**config.mk**
```make
export PLATFORM = sky130hd
export DESIGN_NAME = pipe_stall_flush_regs
export DESIGN_NICKNAME = d
export VERILOG_FILES = /design/src/rtl/pipe_stall_flush_regs.sv
export SDC_FILE = /design/constraint.sdc
export NUM_CORES = 1
export LEC_CHECK = 0
export CAP_MARGIN = 0
export CORE_AREA = 2 2 228 230
export DETAILED_ROUTE_END_ITERATION = 12
export DIE_AREA = 0 0 230 232
export SETUP_SLACK_MARGIN = 0.3
export SLEW_MARGIN = 5
export SYNTH_ARGS = -nofsm -noshare
export SYNTH_HDL_FRONTEND = slang
export SYNTH_SLANG_ARGS = --single-unit
```
**constraint.sdc**
```tcl
create_clock -name clk -period 15.2 [get_ports clk]
set_input_delay 4.56 -clock clk [delete_from_list [all_inputs] [get_ports clk]]
set_output_delay 4.56 -clock clk [all_outputs]
set_load 0.01 [all_outputs]
```
**src/rtl/pipe_stall_flush_regs.sv**
```systemverilog
// rtl/pipe_stall_flush_regs.sv - PC, IF/ID and ID/EX registers with stall/flush control
// and saturating hazard event counters for the 5-stage RV32I core.
module pipe_stall_flush_regs #(
   parameter int                XLEN      = 32,
   parameter int                CTRL_W    = 12,
   parameter logic [XLEN-1:0]   RESET_PC  = '0,
   parameter logic [31:0]       NOP_INSTR = 32'h0000_0013,
   parameter int                CNT_W     = 16
) (
   input  logic              clk,
   input  logic              rst,
   input  logic              stall_f,
   input  logic              stall_d,
   input  logic              flush_d,
   input  logic              flush_e,
   input  logic [XLEN-1:0]   pc_next_f,
   input  logic [31:0]       instr_f,
   input  logic [XLEN-1:0]   pc_plus4_f,
   input  logic [XLEN-1:0]   rd1_d,
   input  logic [XLEN-1:0]   rd2_d,
   input  logic [XLEN-1:0]   imm_ext_d,
   input  logic [4:0]        rs1_d,
   input  logic [4:0]        rs2_d,
   input  logic [4:0]        rd_d,
   input  logic [CTRL_W-1:0] ctrl_d,
   input  logic              cnt_clr,
   output logic [XLEN-1:0]   pc_f,
   output logic [31:0]       instr_d,
   output logic [XLEN-1:0]   pc_d,
   output logic [XLEN-1:0]   pc_plus4_d,
   output logic              valid_d,
   output logic [XLEN-1:0]   rd1_e,
   output logic [XLEN-1:0]   rd2_e,
   output logic [XLEN-1:0]   imm_ext_e,
   output logic [XLEN-1:0]   pc_e,
   output logic [XLEN-1:0]   pc_plus4_e,
   output logic [4:0]        rs1_e,
   output logic [4:0]        rs2_e,
   output logic [4:0]        rd_e,
   output logic [CTRL_W-1:0] ctrl_e,
   output logic              valid_e,
   output logic [CNT_W-1:0]  stall_cnt,
   output logic [CNT_W-1:0]  flush_cnt,
   output logic [CNT_W-1:0]  bubble_cnt
);

   localparam logic [CNT_W-1:0] CNT_ONE = CNT_W'(1);
   localparam logic [CNT_W-1:0] CNT_MAX = '1;

   always_ff @(posedge clk or posedge rst) begin
      if (rst) begin
         pc_f <= RESET_PC;
      end else if (!stall_f) begin
         pc_f <= pc_next_f;
      end
   end

   // Flush outranks stall so a redirect never leaves a stale instruction in decode.
   always_ff @(posedge clk or posedge rst) begin
      if (rst) begin
         instr_d    <= NOP_INSTR;
         pc_d       <= '0;
         pc_plus4_d <= '0;
         valid_d    <= 1'b0;
      end else if (flush_d) begin
         instr_d    <= NOP_INSTR;
         pc_d       <= '0;
         pc_plus4_d <= '0;
         valid_d    <= 1'b0;
      end else if (!stall_d) begin
         instr_d    <= instr_f;
         pc_d       <= pc_f;
         pc_plus4_d <= pc_plus4_f;
         valid_d    <= 1'b1;
      end
   end

   // A bubble carries ctrl_e=0 and x0 indices, so it writes nothing and matches no hazard.
   always_ff @(posedge clk or posedge rst) begin
      if (rst) begin
         rd1_e      <= '0;
         rd2_e      <= '0;
         imm_ext_e  <= '0;
         pc_e       <= '0;
         pc_plus4_e <= '0;
         rs1_e      <= '0;
         rs2_e      <= '0;
         rd_e       <= '0;
         ctrl_e     <= '0;
         valid_e    <= 1'b0;
      end else if (flush_e) begin
         rd1_e      <= '0;
         rd2_e      <= '0;
         imm_ext_e  <= '0;
         pc_e       <= '0;
         pc_plus4_e <= '0;
         rs1_e      <= '0;
         rs2_e      <= '0;
         rd_e       <= '0;
         ctrl_e     <= '0;
         valid_e    <= 1'b0;
      end else begin
         rd1_e      <= rd1_d;
         rd2_e      <= rd2_d;
         imm_ext_e  <= imm_ext_d;
         pc_e       <= pc_d;
         pc_plus4_e <= pc_plus4_d;
         rs1_e      <= rs1_d;
         rs2_e      <= rs2_d;
         rd_e       <= rd_d;
         ctrl_e     <= ctrl_d;
         valid_e    <= valid_d;
      end
   end

   always_ff @(posedge clk or posedge rst) begin
      if (rst) begin
         stall_cnt  <= '0;
         flush_cnt  <= '0;
         bubble_cnt <= '0;
      end else if (cnt_clr) begin
         stall_cnt  <= '0;
         flush_cnt  <= '0;
         bubble_cnt <= '0;
      end else begin
         if (stall_d && stall_cnt != CNT_MAX)
            stall_cnt <= stall_cnt + CNT_ONE;
         if (flush_d && flush_cnt != CNT_MAX)
            flush_cnt <= flush_cnt + CNT_ONE;
         if (flush_e && bubble_cnt != CNT_MAX)
            bubble_cnt <= bubble_cnt + CNT_ONE;
      end
   end

endmodule

```
==> metrics.txt, run 1 <==
run status=complete, no violations; antenna violations before repair=1; Final min period=6.659 ns; Buf/Inv on CP=4; CP max-delay cell=buf_4; RSZ-0062 raised after global routing=false; register area=0.009138 mm^2; peak supply drop=76.92 uV; biggest area consumer among synthesized cells=dfrtp_1; Relative slew margins=32.37%; Top Ports=591; Num Clock Sinks=365; port buffer count=590; Worst-path clk slew=0.06 ns; CP endpoint kind=async pin; WP data required=15.77 ns; Die Wd=230 um; Hold Path Sink=valid_e; Starting DRT DRC Count=531; number of enable flip-flop cells after synthesis=0; TritonCTS buffer count=41; Antenna Nets Post-Route=0; Cells after DPL=2,268; Reg2Reg Capture Point=bubble_cnt[1]; FF-to-FF Start=bubble_cnt[0]; HPWL Detailed=29.74 mm; cells after synthesis=1,045; fill cell count=4,802; CTS Buffer Depth=3; most common cell in the netlist=dfrtp_1; Synth Cell Area=0.01348 mm^2; Crit Path Class=in2async; Max Fclk=150.2 MHz; Net Count, Synth=1,274; Rows=83; worst r2r path cells=6; Hold Violations, Final=0; largest net degree at the start of global routing=150; CTS tree=done; GRT overflow=0; Top delay family on crit path=buffers and inverters; Total GRT Usage=15.34%; Root Buffer=clkbuf_16; Initial Util=26.50%; Setup Skew=0.006883 ns; hold path depth=2; Post-synth top cells=dfrtp_1, nor2b_1, nor2_1; WP data arrival=7.23 ns; top_reg_cell synth=dfrtp_1; WHS=0.5112 ns; post-CTS sizing=0; top post-synthesis cells by area=dfrtp_1, nor2b_1, mux2i_1; Max Fanout on Critical Path=149; hold path startpoint=valid_d; routed wire length=41.83 mm; multi-input logic area=0.004105 mm^2; max-cap viol count=0; Remaining DRCs=0; Syn Area/Cell=12.90 um^2; LEAKAGE=9.321 nW; Die Area=0.05336 mm^2; first-pass GRT wire length=63.58 mm; final setup vio count=0; clk_lat worst skew=0.54 ns; Max H-tree Level=2; Synth Register Bits=365; CP max stage delay=0.79 ns; routability cong.=0.8030; critical path startpoint category=primary input; Net count, final=1,860; FFs w/ async S/R, synth=100.0%; FF-to-FF setup slack=12.99 ns; Yosys top cell area share=67.19%; Final Slew Violations=0; detailed-route via count=9,948; DR WL/cell=17.85 um; fin crit share=43.81%; worst slew pin tran=1.014 ns; core box area=0.05089 mm^2; cts hold-fix bufs=0; setup tns final=0 ns; TritonRoute pass-1 iters=4; PD cells=108.9 mW/mm^2; CP cell instances=clkdlybuf4s50_1 > inv_8 > buf_12 > buf_4; Die H=232 um; Yosys cell types=43; via-per-instance ratio=4.246; synthesis-to-layout area growth=59.15%; yosys warns=0; Post-CTS Setup Repair Bufs=0; fin cells=2,343; Hold Crit Class=reg2reg; sequential share of the synthesized area=67.77%; vias in the first global route=10,160; share of cells above drive strength 1=7.220%; CP Launch Point=rst
[tightest hold or removal path: cells and delay by family (launching register included)]
kind	cells	cell delay, ns
flops	1	0.35
simple gates	1	0.07
buf+inv	1	0.06
[area by class of cell]
| cell class | count | share of cell area, % |
|---|---|---|
| Clock buffer | 62 | 5.813 |
| Sequential cell | 365 | 42.58 |
| Antenna cell | 1 | 0.01166 |
| Inverter | 4 | 0.1050 |
| Tap cell | 680 | 3.965 |
| Timing Repair Buffer | 598 | 27.84 |
| Multi-Input combinational cell | 621 | 19.13 |
| Clock inverter | 12 | 0.5539 |
[cells by family after synthesis]
family                     count (synthesis)  share of synthesized area (%)
xor gates and xnor gates                  28                          1.819
buffers and inverters                     59                          1.782
adders and majority gates                  3                         0.2784
DFF                                      365                          67.77
AOI/OAI and AO/OA                         33                          1.615
muxes                                    130                          9.948
and+or+nand+nor                          427                          16.79
[metrics by stage]
stage / setup WS [ns] / cell area, um^2 / total power, mW / util (%)
detailed placement: 7.870 / 20090 / 1.371 / 39.48
finish: 8.541 / 21460 / 2.337 / 42.17
global placement: 7.886 / 20090 / 1.368 / 39.48
floorplan: 0.5129 / 13480 / 1.174 / -
global route: 8.199 / 21460 / 2.451 / 42.16
CTS: 8.473 / 21460 / 2.384 / 42.16
[worst max path at each step]
stage,end,slack (ns),depth (start not counted)
after detailed placement,pc_plus4_d[28],7.87,4
after global placement,rs1_e[3],7.89,4
after floorplan,bubble_cnt[0],0.51,1
final,pc_plus4_e[11],8.54,4
after CTS,pc_plus4_e[11],8.47,4
after global routing,pc_plus4_e[11],8.20,4
[state kept, by name, indices dropped and copies added (netlist names)]
signal	count
imm_ext_e	32
instr_d	32
pc_d	32
pc_e	32
pc_f	32
pc_plus4_d	32
pc_plus4_e	32
rd1_e	32
rd2_e	32
bubble_cnt	16
flush_cnt	16
stall_cnt	16
ctrl_e	12
rd_e	5
rs1_e	5
rs2_e	5
valid_d	1
valid_e	1
[power breakdown]
group / switching [mW] / total, mW / internal, mW / leakage (nW)
Combinational: 0.126 / 0.298 / 0.172 / 3.86
Sequential: 0.0276 / 1.05 / 1.02 / 4.79
Clock: 0.389 / 0.989 / 0.600 / 0.673
Total: 0.543 / 2.34 / 1.79 / 9.32
[per-layer routing]
metal / global-route usage (%) / wire length (um)
met1: 18.90 / 16970
met2: 25.85 / 20660
met3: 4.617 / 3149
met4: 4.738 / 1033
met5: 0 / 17
[cell usage in the layout, fill, tap and decap left out, drive strengths merged, types with 2 or more instances in the layout]
master and count:
a211o 3, a21oi 11, and3 5, buf 12, bufinv 2, clkbuf 62, clkdlybuf4s50 586, clkinv 7
clkinvlp 2, dfrtp 362, dfstp 3, ha 3, inv 5, mux2 32, mux2i 98, nand2 21
nand2b 2, nand3 16, nand4 18, nor2 134, nor2b 193, nor3 20, nor4 4, o211ai 2
o21ai 10, or3 7, or4 4, xnor2 15, xor2 13
Power figures use the tool's default switching activity.
==> run 2, diff against run 1 <==
--- a/config.mk
+++ b/config.mk
@@ -6,9 +6,9 @@
 export NUM_CORES = 1
 export LEC_CHECK = 0
 export CAP_MARGIN = 0
-export CORE_AREA = 2 2 228 230
+export CORE_AREA = 2 2 230 232
 export DETAILED_ROUTE_END_ITERATION = 12
-export DIE_AREA = 0 0 230 232
+export DIE_AREA = 0 0 232 234
 export SETUP_SLACK_MARGIN = 0.3
 export SLEW_MARGIN = 5
 export SYNTH_ARGS = -nofsm -noshare
==> constraint.sdc (replaced) <==
create_clock -name clk -period 6.4 [get_ports clk]
set_input_delay 1.92 -clock clk [delete_from_list [all_inputs] [get_ports clk]]
set_output_delay 1.92 -clock clk [all_outputs]
set_load 0.01 [all_outputs]
==> run 2 against run 1 <==
First-iteration DRC count is 31% lower. Sequential cell count stayed put. Non-clock buffer count grew 4. Cell area is 1.3% higher. Hold slack gained 0.0042 ns. Clock skew rose by 0.015 ns. Largest cell class unchanged. Clock-buffer cell count rose by 5. Combinational power grew 140%. Global-route usage about the same. Largest power group is now the clock network.
==> metrics.txt, run 2 (synthesis gave the netlist of run 1 again) <==
run status=complete, no violations; Die Wd=232 um (+0.87%); WP data required=4.48 ns (-11.29 ns); CP Launch Point=stall_cnt[2]; FF-to-FF Start=bubble_cnt[0]; Cells after DPL=2,280 (+0.53%); TritonCTS buffer count=43 (+4.9%); CP endpoint kind=output pin; WP data arrival=1.62 ns (-5.61 ns); final setup vio count=0 (unchanged); Total GRT Usage=15.30% (-0.047 points); post-CTS sizing=0 (unchanged); Rows=84 (+1.2%); HPWL Detailed=31.57 mm (+6.2%); clk_lat worst skew=0.56 ns (+0.02 ns); routed wire length=43.94 mm (+5.1%); Relative slew margins=36.85% (+4.5 points); Worst-path clk slew=0.06 ns (about the same); routability cong.=0.8321 (+3.6%); Hold Crit Class=reg2reg; cts hold-fix bufs=0 (unchanged); DR WL/cell=18.62 um (+4.3%); worst slew pin tran=0.9472 ns (-0.06718 ns); Top Ports=591 (unchanged); first-pass GRT wire length=63.62 mm (about the same); Top delay family on crit path=buffers and inverters; via-per-instance ratio=4.263 (+0.40%); Final min period=3.543 ns; antenna violations before repair=2 (+1); synthesis-to-layout area growth=61.25%; Root Buffer=clkbuf_16; CP cell instances=clkdlybuf4s50_1; core box area=0.05202 mm^2 (+2.2%); Starting DRT DRC Count=365 (-31%); Final Slew Violations=0 (unchanged); GRT overflow=0 (unchanged); CP max stage delay=0.62 ns (-0.17 ns); fin cells=2,360 (+0.73%); CTS Buffer Depth=3 (unchanged); Num Clock Sinks=365 (unchanged); WHS=0.5153 ns (+0.004166 ns); Buf/Inv on CP=1 (-3); PD cells=270.4 mW/mm^2 (+150%); Max Fanout on Critical Path=7 (-95%); hold path startpoint=valid_d; CP max-delay cell=clkdlybuf4s50_1; Power Total=5.880 mW (+150%); multi-input logic area=0.004105 mm^2 (unchanged); Die Area=0.05429 mm^2 (+1.7%); Initial Util=25.92% (-0.58 points); Crit Path Class=reg2out; LEAKAGE=9.441 nW (+1.3%); Antenna Nets Post-Route=0 (unchanged); fill cell count=4,933 (+2.7%); critical path startpoint category=flip-flop; Max H-tree Level=2 (unchanged); vias in the first global route=10,100 (-0.63%); largest net degree at the start of global routing=167 (+11%); Remaining DRCs=0 (unchanged); TritonRoute pass-1 iters=5 (+1); CTS tree=done; detailed-route via count=10,060 (+1.1%); RSZ-0062 raised after global routing=false; fin crit share=55.36%; peak supply drop=161.4 uV (+110%); max-cap viol count=0 (unchanged); Net count, final=1,866 (+0.32%); Post-CTS Setup Repair Bufs=0 (unchanged); Setup Skew=0.02175 ns (+0.01487 ns); Hold Violations, Final=0 (unchanged); most frequent cells in the layout=clkdlybuf4s50_1, dfrtp_1, nor2b_1; register area=0.009138 mm^2 (unchanged); share of cells above drive strength 1=7.669% (+0.45 points); port buffer count=590 (unchanged); Max Fclk=282.2 MHz; setup tns final=0 ns (unchanged); Finished Core Util=41.79% (-0.38 points); commonest non-fill, non-tap cell in the layout=clkdlybuf4s50_1; Die H=234 um (+0.86%)
==> run 2: tightest hold or removal path, stage by stage, from the launching register on <==
cell	delay, ns
dfrtp_1	0.35
inv_1	0.05
nor2_1	0.07
==> run 2: cell type report <==
type | instances | share of cell area (%)
sequential | 365 | 42.03
timing repair buffer | 602 | 27.84
multi-input combinational | 621 | 18.88
clock buffer | 67 | 6.100
tap | 688 | 3.959
clock inverter | 10 | 1.065
inverter | 4 | 0.08633
antenna | 3 | 0.03453
==> run 2: final timing paths <==
path                       depth (start not counted)  slack, ns              to
max                                                1       2.86    stall_cnt[2]
min                                                2       0.52         valid_e
max reg2reg                                        6       4.10   bubble_cnt[1]
min reg2reg                                        2       0.52         valid_e
max in group asynchronous                          4       3.49        pc_d[20]
min in group asynchronous                          2       1.78  pc_plus4_e[11]
==> run 2: report_power, final <==
part | switching [mW] | total, mW | internal (mW)
Sequential | 0.0699 | 2.50 | 2.43
Clock | 0.964 | 2.66 | 1.70
Combinational | 0.304 | 0.719 | 0.414
Total | 1.34 | 5.88 | 4.54
==> run 2: per-stage QoR <==
stage          worst slack [ns]  area [um^2]
3_5_place_dp              2.444        20180
3_3_place_gp              2.451        20180
2_1_floorplan           -0.4138        13490
4_1_cts                   2.746        21730
5_1_grt                   2.716        21730
6_report                  2.857        21740
==> run 2: layer usage <==
layer  up-vias  global-route usage (%)  wire length [um]
li1       4624                       -                 -
met1      4991                   18.61             17480
met2       374                   25.95             21700
met3        71                   4.694              3622
met4         0                   4.788              1145
met5         -                       0                 0
==> run 3, diff against run 2 <==
==> constraint.sdc (replaced) <==
create_clock -name clk -period 3.4 [get_ports clk]
set_input_delay 1.02 -clock clk [delete_from_list [all_inputs] [get_ports clk]]
set_output_delay 1.02 -clock clk [all_outputs]
set_load 0.01 [all_outputs]
==> run 3 against run 2 <==
Hold slack better by 0.0027 ns. Combinational power increased by 89%. Via count fell by 0.51%. Clock power increased by 70%. Utilization decreased by 0.19 points. Clock skew is 0.0029 ns higher. Cell count up 0.13%. Sequential cell count unchanged. Critical endpoint is now pc_f[0]. Non-clock buffer count grew 7. Routed wire length shrank 1.2%.
==> metrics.txt, run 3 (synthesis gave the netlist of run 1 again) <==
commonest non-fill, non-tap cell in the layout=clkdlybuf4s50_1; Max Fclk=371.3 MHz; routability cong.=0.8279 (-0.50%); CTS tree=done; CP max stage delay=0.62 ns (about the same); Remaining DRCs=0 (unchanged); Initial Util=25.92% (unchanged); GRT overflow=0 (unchanged); max-cap viol count=0 (unchanged); Net count, final=1,871 (+0.27%); fin cells=2,363 (+0.13%); fin area=0.02164 mm^2 (-0.45%); Max Fanout on Critical Path=3 (-4); Relative slew margins=35.59% (-1.3 points); share of cells above drive strength 1=7.830% (+0.16 points); TritonRoute pass-1 iters=4 (-1); Total GRT Usage=15.28% (-0.021 points); fin crit share=79.21%; CP cell instances=clkdlybuf4s50_1; antenna violations before repair=4 (+2); Die H=234 um (unchanged); most frequent cells in the layout=clkdlybuf4s50_1, dfrtp_1, nor2b_1; placed cell area=0.02025 mm^2 (+0.38%); port buffer count=590 (unchanged); Top delay family on crit path=buffers and inverters; Cells after DPL=2,287 (+0.31%); critical path startpoint category=flip-flop; GR peak layer=met2; DR WL/cell=18.38 um (-1.3%); TritonCTS buffer count=41 (-4.7%); Final Slew Violations=0 (unchanged); worst slew pin tran=0.9661 ns (+0.01890 ns); via-per-instance ratio=4.236 (-0.63%); multi-input logic area=0.004105 mm^2 (unchanged); synthesis-to-layout area growth=60.52%; clk_lat worst skew=0.55 ns (about the same); Antenna Nets Post-Route=0 (unchanged); post-CTS sizing=0 (unchanged); register area=0.009138 mm^2 (unchanged); WP data arrival=1.67 ns (+0.05 ns); CTS Buffer Depth=3 (unchanged); Worst-path clk slew=0.06 ns (about the same); Hold Violations, Final=0 (unchanged); first-pass GRT wire length=63.69 mm (+0.11%); met3 Usage GRT=5.034% (+0.34 points); Rows=84 (unchanged); fill cell count=4,935 (+0.041%); detailed-route via count=10,010 (-0.51%); Setup Skew=0.02470 ns (+0.002945 ns); cts hold-fix bufs=0 (unchanged); CP max-delay cell=clkdlybuf4s50_1; RSZ-0062 raised after global routing=false; Setup WS post-layout=0.7068 ns (-2.150 ns); run status=complete, no violations; HPWL Detailed=31.85 mm (+0.88%); WP data required=2.38 ns (-2.10 ns); peak supply drop=364.9 uV (+130%); Top Ports=591 (unchanged); final setup vio count=0 (unchanged); CP endpoint kind=output pin; largest net degree at the start of global routing=153 (-8.4%); Die Area=0.05429 mm^2 (unchanged); Hold Crit Class=reg2reg; Buf/Inv on CP=1 (unchanged); Die Wd=232 um (unchanged); global routing usage on met1=18.52% (-0.090 points); GRT met2 Usage=25.66% (-0.29 points); core box area=0.05202 mm^2 (unchanged); Max H-tree Level=2 (unchanged); Starting DRT DRC Count=383 (+4.9%); Place WS=0.8352 ns (-1.609 ns); Num Clock Sinks=365 (unchanged); LEAKAGE=9.400 nW (-0.44%); Crit Path Class=reg2out; Root Buffer=clkbuf_16; Power Total=10.57 mW (+80%); routed wire length=43.44 mm (-1.2%); Post-CTS Setup Repair Bufs=0 (unchanged); PD cells=488.6 mW/mm^2 (+81%); vias in the first global route=10,190 (+0.91%); Final min period=2.693 ns
## run 3: path summary, 6_finish.rpt
kind	cells after the start	slack [ns]	endpoint	start
max	1	0.71	pc_f[0]	pc_f[0]
min	2	0.52	valid_e	valid_d
max reg2reg	6	1.20	bubble_cnt[1]	bubble_cnt[0]
min reg2reg	2	0.52	valid_e	valid_d
max in group asynchronous	4	1.72	imm_ext_e[23]	rst
min in group asynchronous	3	0.89	pc_plus4_d[1]	rst
## run 3: power by group
part           total, mW  leakage (nW)  internal, mW  switching, mW
logic               1.36          3.93         0.788          0.575
clock network       4.51         0.678          2.73           1.78
registers           4.70          4.79          4.57          0.130
## run 3: layout make-up
class	instances	share of cell area [%]
Antenna cell	2	0.02312
Timing Repair Buffer	609	28.33
Clock buffer	58	5.457
Tap cell	688	3.977
Multi-Input combinational cell	621	18.97
Sequential cell	365	42.22
Inverter	4	0.08672
Clock inverter	16	0.9423
## run 3: per-layer routing
metal,share of wire [%],wire [um]
met1,40,17330
met2,49,21330
met3,8.3,3607
met4,2.7,1156
met5,0.037,16
## run 3: stage by stage
| stage | hold slack [ns] | setup TNS, ns | utilization, % |
|---|---|---|---|
| 6_report | 0.5180 | 0 | 41.60 |
| 5_1_grt | 0.5491 | 0 | 41.60 |
| 4_1_cts | 0.5220 | 0 | 41.59 |
| 3_5_place_dp | 0.4934 | 0 | 38.93 |
| 3_3_place_gp | 0.4972 | 0 | 38.93 |
| 2_1_floorplan | 0.5399 | -913.51 | - |
